<file path="src/rtl/matmul_result_streamer.sv">
// ----------------------------------------------------------------------------
// matmul_result_streamer
//
// Copies the matmul core's accumulator matrix C into a local buffer when the
// core pulses done. The core can then start its next computation while this
// block sends the buffered matrix over an AXI4-Stream master port.
// Elements go out in row-major order, one beat per cycle, with full
// tvalid/tready backpressure.
//
// Ports:
//   clk            clock, all logic on the rising edge
//   rst            asynchronous active-high reset
//   C              result matrix [M][N] of signed ACC_W-bit elements,
//                  valid in the cycle done=1
//   done           single-cycle pulse from the core: C is valid
//   clr_overrun    synchronous clear of the sticky overrun flag
//   m_axis_tdata   current element, two's complement, bit-exact
//   m_axis_tvalid  beat valid
//   m_axis_tready  downstream ready
//   m_axis_tlast   final element of the matrix (index M*N-1)
//   m_axis_tuser   first element of the matrix (index 0)
//   busy           a frame is held and not yet fully transferred
//   overrun        sticky: done arrived while busy and was dropped
//   frame_cnt      count of fully transferred frames, wraps modulo 2^CNT_W
// ----------------------------------------------------------------------------
module matmul_result_streamer #(
    parameter int ACC_W = 32,
    parameter int M     = 2,
    parameter int N     = 2,
    parameter int CNT_W = 16
) (
    input  logic                    clk,
    input  logic                    rst,
    input  logic signed [ACC_W-1:0] C [M][N],
    input  logic                    done,
    input  logic                    clr_overrun,
    output logic [ACC_W-1:0]        m_axis_tdata,
    output logic                    m_axis_tvalid,
    input  logic                    m_axis_tready,
    output logic                    m_axis_tlast,
    output logic                    m_axis_tuser,
    output logic                    busy,
    output logic                    overrun,
    output logic [CNT_W-1:0]        frame_cnt
);

    // Index widths, at least one bit so that M=1 or N=1 still elaborates.
    localparam int RW = (M > 1) ? $clog2(M) : 1;
    localparam int CW = (N > 1) ? $clog2(N) : 1;

    localparam logic [RW-1:0] ROW_LAST = RW'(M - 1);
    localparam logic [CW-1:0] COL_LAST = CW'(N - 1);

    typedef enum logic {
        IDLE   = 1'b0,
        STREAM = 1'b1
    } state_t;

    state_t                  state_q, state_d;
    logic signed [ACC_W-1:0] buf_q [M][N];
    logic [RW-1:0]           row_q;
    logic [CW-1:0]           col_q;

    logic handshake;
    logic at_last;
    logic last_hs;
    logic capture;
    logic drop;

    // ------------------------------------------------------------------
    // Handshake and event decode
    // ------------------------------------------------------------------
    assign handshake = m_axis_tvalid && m_axis_tready;
    assign at_last   = (row_q == ROW_LAST) && (col_q == COL_LAST);
    assign last_hs   = handshake && at_last;

    // A new matrix is taken either from IDLE, or on the tlast handshake.
    // The second case gives back-to-back frames with no bubble.
    assign capture   = done && ((state_q == IDLE) || last_hs);

    // done during a frame, other than on its final handshake, is dropped.
    assign drop      = done && (state_q == STREAM) && !last_hs;

    // ------------------------------------------------------------------
    // State register
    // ------------------------------------------------------------------
    // NOTE: flops use non-blocking assignments so every register samples
    // pre-edge values, whatever order the blocks are evaluated in.
    always_ff @(posedge clk or posedge rst) begin
        if (rst) begin
            state_q <= IDLE;
        end else begin
            state_q <= state_d;
        end
    end

    // ------------------------------------------------------------------
    // Next state and outputs
    // ------------------------------------------------------------------
    // NOTE: every output of this block gets a default first, so no path
    // leaves a signal unassigned and no latch is inferred.
    always_comb begin
        state_d       = state_q;
        m_axis_tvalid = 1'b0;
        m_axis_tdata  = '0;
        m_axis_tuser  = 1'b0;
        m_axis_tlast  = 1'b0;
        busy          = 1'b0;

        unique case (state_q)
            IDLE: begin
                if (done) begin
                    state_d = STREAM;
                end
            end
            STREAM: begin
                // tvalid comes only from the state flop, never from tready.
                m_axis_tvalid = 1'b1;
                busy          = 1'b1;
                m_axis_tdata  = buf_q[row_q][col_q];
                m_axis_tuser  = (row_q == '0) && (col_q == '0);
                m_axis_tlast  = at_last;
                if (last_hs && !done) begin
                    state_d = IDLE;
                end
            end
            default: state_d = IDLE;
        endcase
    end

    // ------------------------------------------------------------------
    // Snapshot buffer
    // ------------------------------------------------------------------
    // NOTE: the buffer has no reset. Its contents are only seen through
    // tdata while in STREAM, and STREAM is only entered after a capture.
    // Leaving it unreset lets it map to plain storage.
    always_ff @(posedge clk) begin
        if (capture) begin
            buf_q <= C;
        end
    end

    // ------------------------------------------------------------------
    // Row/column indices
    // ------------------------------------------------------------------
    always_ff @(posedge clk or posedge rst) begin
        if (rst) begin
            row_q <= '0;
            col_q <= '0;
        end else if (capture || last_hs) begin
            // A new frame starts at [0][0]. A finished frame also parks
            // there, so the row index never walks past M-1.
            row_q <= '0;
            col_q <= '0;
        end else if (handshake) begin
            if (col_q == COL_LAST) begin
                col_q <= '0;
                row_q <= row_q + RW'(1);
            end else begin
                col_q <= col_q + CW'(1);
            end
        end
    end

    // ------------------------------------------------------------------
    // Status: frame counter and sticky overrun
    // ------------------------------------------------------------------
    always_ff @(posedge clk or posedge rst) begin
        if (rst) begin
            frame_cnt <= '0;
            overrun   <= 1'b0;
        end else begin
            if (last_hs) begin
                frame_cnt <= frame_cnt + CNT_W'(1);
            end
            // A set and a clear in the same cycle leave the flag set.
            if (drop) begin
                overrun <= 1'b1;
            end else if (clr_overrun) begin
                overrun <= 1'b0;
            end
        end
    end

endmodule

</file>
<file path="config.mk">
export PLATFORM = sky130hd
export DESIGN_NAME = matmul_result_streamer
export DESIGN_NICKNAME = d
export VERILOG_FILES = /design/src/rtl/matmul_result_streamer.sv
export SDC_FILE = /design/constraint.sdc
export NUM_CORES = 1
export LEC_CHECK = 0
export CORE_UTILIZATION = 40
export CTS_BUF_LIST = sky130_fd_sc_hd__clkbuf_8
export DETAILED_ROUTE_END_ITERATION = 10
export PLACE_DENSITY = 0.82
export SYNTH_ARGS = -nofsm -noshare
export SYNTH_HDL_FRONTEND = slang
export SYNTH_SLANG_ARGS = --single-unit
</file>
<file path="constraint.sdc">
create_clock -name clk -period 6 [get_ports clk]
set_clock_uncertainty 0.1 [all_clocks]
set_input_delay 1.2 -clock clk [delete_from_list [all_inputs] [get_ports clk]]
set_output_delay 1.2 -clock clk [all_outputs]
set_load 0.01 [all_outputs]
</file>
---- Yosys cells after proc, flatten, opt, wreduce, memory -nomap -nowiden ----
Index checks and enable logic that the tools add are counted.
storage, ports and cells
  word-level logic and storage cells ...... 56
  input bits .............................. 133
  bits in registers ....................... 148
cells by class
  $lt $le $gt $ge ......................... 2
  bitwise gates (word level) .............. 5
  multiplexer cells ....................... 21
  add/sub/neg operators ................... 3
  reductions and logical operators ........ 16
operators by type and width
  cell                                                              count
  64-bit 2-to-1 mux                                                 3
  32-bit 2-to-1 mux                                                 4
  16-bit by 1-bit adder with 16-bit output (second input constant)  1
  1-bit 2-to-1 mux                                                  13
  1-bit logical AND                                                 8
  2-bit nonzero test                                                3
  2-bit >= comparator (second input constant)                       2
  1-bit NOT with 2-bit output                                       2
  1-bit NOT                                                         3
  1-bit adder (second input constant)                               2
  1-bit zero test                                                   2
  1-bit logical OR                                                  2
  1-bit one-hot mux with 2 select lines                             1
  2-bit AND reduction                                               1

---- Depth between registers and ports, before layout ----
  word-level depth ........................ 8
  gate-level depth with buffers ........... 5
  mapped depth without buffers ............ 5

---- Least setup slack after synthesis ----
OpenSTA, ideal clock, no wires.
  kind .................................... input port to flip-flop
  start ................................... in m_axis_tready
  end ..................................... reg buf_q[0] (netlist bit) (enable)
  library setup time ...................... 0.501 ns
  arrival time ............................ 4.316 ns
  path slack .............................. 1.083 ns
  required time ........................... 5.399 ns
  stages .................................. 3
  buffers on the path ..................... 0
  cell sequence ........................... nand3_1 nand2_1 and2_1
on the way
  longest elaborated chain between the ends .. 4
ends and longest elaborated chain
  element               line  text
  start, declared       39    input logic m_axis_tready,
  1-bit logical AND     73    assign handshake = m_axis_tvalid && m_axis_tready;
  1-bit logical AND     75    assign last_hs = handshake && at_last;
  1-bit logical OR      79    assign capture = done && ((state_q == IDLE) || last_hs);
  1-bit logical AND     79
  named net capture     67    logic capture;
  end signal, assigned  139   buf_q <= C;
  end, declared         60    logic signed [ACC_W-1:0] buf_q [M][N];
The timed path passes the listed nets, and every way through them passes these cells.
A chain may end at the register's enable or synchronous reset.

---- Worst setup path in the final report ----
  start ................................... reg row_q
  end ..................................... out m_axis_tdata[29]
on the way
  longest elaborated chain between the ends .. 8
ends and longest elaborated chain
  element                                               line  text
  start, declared                                       61    logic [RW-1:0] row_q;
  start signal, assigned                                158   row_q <= row_q + RW'(1);
  1-bit NOT with 2-bit output (implied by the code)     120   m_axis_tdata = buf_q[row_q][col_q];
  64-bit 2-to-1 mux (implied by the code) (3 in a row)  120
  32-bit 2-to-1 mux (implied by the code) (3 in a row)  120
  32-bit 2-to-1 mux                                     110   unique case (state_q)
  end, declared                                         37    output logic [ACC_W-1:0] m_axis_tdata,
Every way passes these cells. The select of a mux whose other input is x is not followed.

==> reports/qor.txt <==
===============================================================================================
Setup Slack @ Placement                                                                 2.15 ns
Clock Sinks                                                                                 148
Crit path depth                                                                               4
Number of antenna violations at the first check in global routing                             0
Number of nets in the layout                                                                620
Clock tree from TritonCTS                                                                  done
Top-level I/O count                                                                         186
Standard-cell rows                                                                           43
Total leakage power                                                                     2.83 nW
Top sig layer                                                                              met4
Number of buffers inserted for hold repair after clock tree synthesis                         0
Cells along the critical path                                                      buf_4, mux4_2, and2_1, clkdlybuf4s50_1
Setup repair after global routing missed its margin                                          no
Ant diodes                                                                                    0
Top cell types by occurrence after synthesis                                       sky130_fd_sc_hd__edfxtp_1 (128), sky130_fd_sc_hd__and2_1 (34), sky130_fd_sc_hd__mux4_2 (32)
Peak supply drop                                                                     0.000247 V
Number of search-and-repair iterations in the first detailed-routing pass                     4
Routability Congestion                                                                    0.807
Pin count of the biggest net entering global routing                                         53
Placed Cells                                                                                647
Cts bufs inserted                                                                            17
Number of vias per cell after detailed routing                                             4.84
Number of gates resized after cts                                                             0
Max FO, Critical Path                                                                        20
Final hold viol count                                                                         0
Count of synthesis-stage warnings from yosys                                                  0
Mapped Cells                                                                                291
Clock latency on the worst-skew pair                                                    0.43 ns
Area occupied by registers                                                           4350 sq um
Number of buffers and inverters on the critical path                                          2
Overall track demand over capacity in global routing                                      17.1%
Final Setup Violations                                                                        0
Vias in the first global route                                                             3499
Number of vias in the routed layout                                                        3285
1st-iter DRT viols                                                                          199
Remaining max-slew budget at the tightest pin                                             35.0%
Met2 routed wirelength                                                             6310 microns
Placed wire-length estimate after detailed placement                               8400 microns
Nets in the synthesized netlist                                                             425
Die span in x                                                                       122 microns
Total Routed Length                                                                11900 microns
Yosys reg bits                                                                              148
Starting utilization of the core area                                                     41.2%
Critical Path Start Type                                                               register
Cell type of the slowest stage on the worst timing path                            sky130_fd_sc_hd__dfrtp_2
Met3 routed wirelength                                                              809 microns
Cell area after technology mapping                                                   5770 sq um
Cell at the root of the clock tree                                                 sky130_fd_sc_hd__clkbuf_8
Total routed wire length on the met1 layer                                         4620 microns
Worst-case register-to-register setup slack                                             2.92 ns
Avg Cell Area, Syn                                                                   19.8 sq um
Reg2Reg Depth                                                                                 5
Portion of the post-synthesis area used by sequential elements                            75.3%
Result of the run                                                                  complete, no violations
Endpoint class of the critical path                                                  output pin
Number of fillers in the final layout                                                      1055
Count of distinct cell types in the synthesized netlist                                      26
Period minus WS final                                                                   4.22 ns
Data arrival time of the critical path                                                  2.92 ns
Buffers added on ports                                                                      185
Tightest Pin Transition                                                                0.975 ns
Layout cell share with drive strength beyond 1                                            14.0%
Post-route fraction of the period consumed by the critical path                           70.3%
RR Endpoint                                                                           buf_q[38]
Buffers from clock root to sink, at most                                                      2
Average wire per standard cell                                                     17.6 microns
Die height                                                                          122 microns
Residual overflow from global routing                                                         0
Crit path launch                                                                          row_q
Number of standard cells in the layout, taps in and fillers out                             679
Worst path setup slack after routing                                                    1.78 ns
Flip-flop cell with the highest count after synthesis                              sky130_fd_sc_hd__edfxtp_1
Buffer count from post-CTS setup fixing                                                       0
Post-synth top area share                                                                 66.7%
Largest cells by area after synthesis                                              sky130_fd_sc_hd__edfxtp_1 (67%), sky130_fd_sc_hd__mux4_2 (13%), sky130_fd_sc_hd__dfrtp_1 (8.7%), sky130_fd_sc_hd__and2_1 (3.7%), sky130_fd_sc_hd__xnor2_1 (1.8%)
Total die area                                                                      14900 sq um
Htree depth                                                                                   4
Worst Hold Path Cells                                                                         1
Drc violations                                                                                0
Worst reg2reg path startpoint                                                             row_q
Floorplan Core Area                                                                 14000 sq um
Slew Viols, Final                                                                             0
Setup Crit Path Kind                                                                 reg -> out
Largest stage delay on the critical path                                                0.79 ns
Area of the multi-input gates                                                        1340 sq um
Global-route wire length before repair                                             18400 microns
Clock input transition at the sequential cells of the worst setup and hold paths        0.07 ns
Required time reported for the critical path endpoint                                   4.70 ns
Maxcap violations                                                                             0
Async set-or-reset flop fraction in the synthesized netlist                               13.5%
Synth-to-layout area growth                                                               42.4%
Endpoint of the worst setup timing path                                            m_axis_tdata[29]
Leading cell type by number of instances after synthesis                           sky130_fd_sc_hd__edfxtp_1
Post-synth EDFFs                                                                            128
Setup TNS                                                                                  0 ns
Launch point of the worst hold path                                                frame_cnt[15]
Hold Path Class                                                                      reg -> reg
Top cell family by delay on the critical path                                      buffers and inverters
Highest achievable clock rate                                                         0.237 GHz
Post-detailed-route count of antenna-violating nets                                           0
Yosys top cell by area                                                             sky130_fd_sc_hd__edfxtp_1
Power per Cell Area                                                                 396 nW/um^2
===============================================================================================
==> routing by layer <==
layer  vias up  global-route usage (%)
li1       1517                       -
met1      1625                    19.6
met2       128                    29.7
met3        15                    5.48
met4         0                    6.78
met5         -                       0
==> cell families (layout without fill, tap and decap cells) <==
| logic type | count (synthesis) | in the layout | synth area share [%] |
|---|---|---|---|
| muxes | 32 | 32 | 12.5 |
| DFF | 148 | 148 | 75.3 |
| adders and majority gates | 1 | 1 | 0.217 |
| xor gates and xnor gates | 17 | 17 | 2.58 |
| AOI/OAI and AO/OA | 3 | 3 | 0.304 |
| and+or+nand+nor | 72 | 72 | 7.60 |
| buffers and inverters | 18 | 226 | 1.45 |
==> area by class of cell <==
type                    count  area share [%]
clock buffers              18            3.02
clock inverters            14            1.80
inverters                   5           0.229
multi-input cells         125            16.3
flip-flops and latches    148            53.0
well taps                 180            2.74
repair buffers            189            22.9
==> flip-flops by register name (all words and copies together) (netlist names) <==
name	count
row_q	1
col_q	1
frame_cnt	16
overrun	1
buf_q	128
state_q	1
==> power breakdown <==
part,leakage (nW),internal (mW),total [mW],switching (mW)
Sequential,1.42,1.28,1.43,0.145
Clock,0.215,0.414,0.766,0.352
Combinational,1.19,0.668,1.06,0.389
Total,2.83,2.37,3.25,0.887
==> placed cells by master (no fill, tap or decap) <==
cell type,instances
sky130_fd_sc_hd__nand2_1,12
sky130_fd_sc_hd__nor3b_1,2
sky130_fd_sc_hd__clkinvlp_4,2
sky130_fd_sc_hd__clkdlybuf4s50_1,185
sky130_fd_sc_hd__buf_4,4
sky130_fd_sc_hd__and2_1,33
sky130_fd_sc_hd__or4_4,1
sky130_fd_sc_hd__dfrtp_1,18
sky130_fd_sc_hd__nor2_1,5
sky130_fd_sc_hd__inv_6,1
sky130_fd_sc_hd__clkbuf_8,18
sky130_fd_sc_hd__a21o_1,1
sky130_fd_sc_hd__o21ai_0,2
sky130_fd_sc_hd__inv_1,10
sky130_fd_sc_hd__clkinv_2,3
sky130_fd_sc_hd__and3_1,1
sky130_fd_sc_hd__xor2_1,5
sky130_fd_sc_hd__xnor2_1,12
sky130_fd_sc_hd__nor3_2,1
sky130_fd_sc_hd__nand4_1,5
sky130_fd_sc_hd__bufinv_16,3
sky130_fd_sc_hd__nand4_4,1
sky130_fd_sc_hd__and2_4,1
sky130_fd_sc_hd__ha_1,1
sky130_fd_sc_hd__or4_1,1
sky130_fd_sc_hd__dfrtp_2,2
sky130_fd_sc_hd__nor4_2,1
sky130_fd_sc_hd__nand3_1,5
sky130_fd_sc_hd__mux4_2,32
sky130_fd_sc_hd__nand2b_1,2
sky130_fd_sc_hd__and4_1,1
sky130_fd_sc_hd__edfxtp_1,128
==> worst register-to-register path: cells and delay by family, from the launching register on <==
kind | cells | cell delay (ns)
flops | 1 | 0.79
simple gates | 3 | 0.71
buf+inv | 2 | 1.09
==> per-stage QoR <==
stage          utilization [%]  instance area [sq um]  total power [mW]  hold slack (ns)
3_3_place_gp              55.8                   7810              2.50            0.358
2_1_floorplan                -                   5770              2.00            0.404
4_1_cts                   58.7                   8210              3.30            0.380
5_1_grt                   58.7                   8210              3.41            0.408
3_5_place_dp              55.8                   7810              2.53            0.366
6_report                  58.7                   8210              3.25            0.380
==> worst min-delay path by stage <==
stage,to
global placement,frame_cnt[15]
CTS,frame_cnt[15]
detailed placement,frame_cnt[15]
global route,frame_cnt[15]
floorplan,frame_cnt[15]
finish,frame_cnt[15]
Note: power is estimated with default switching activity, not from simulation.
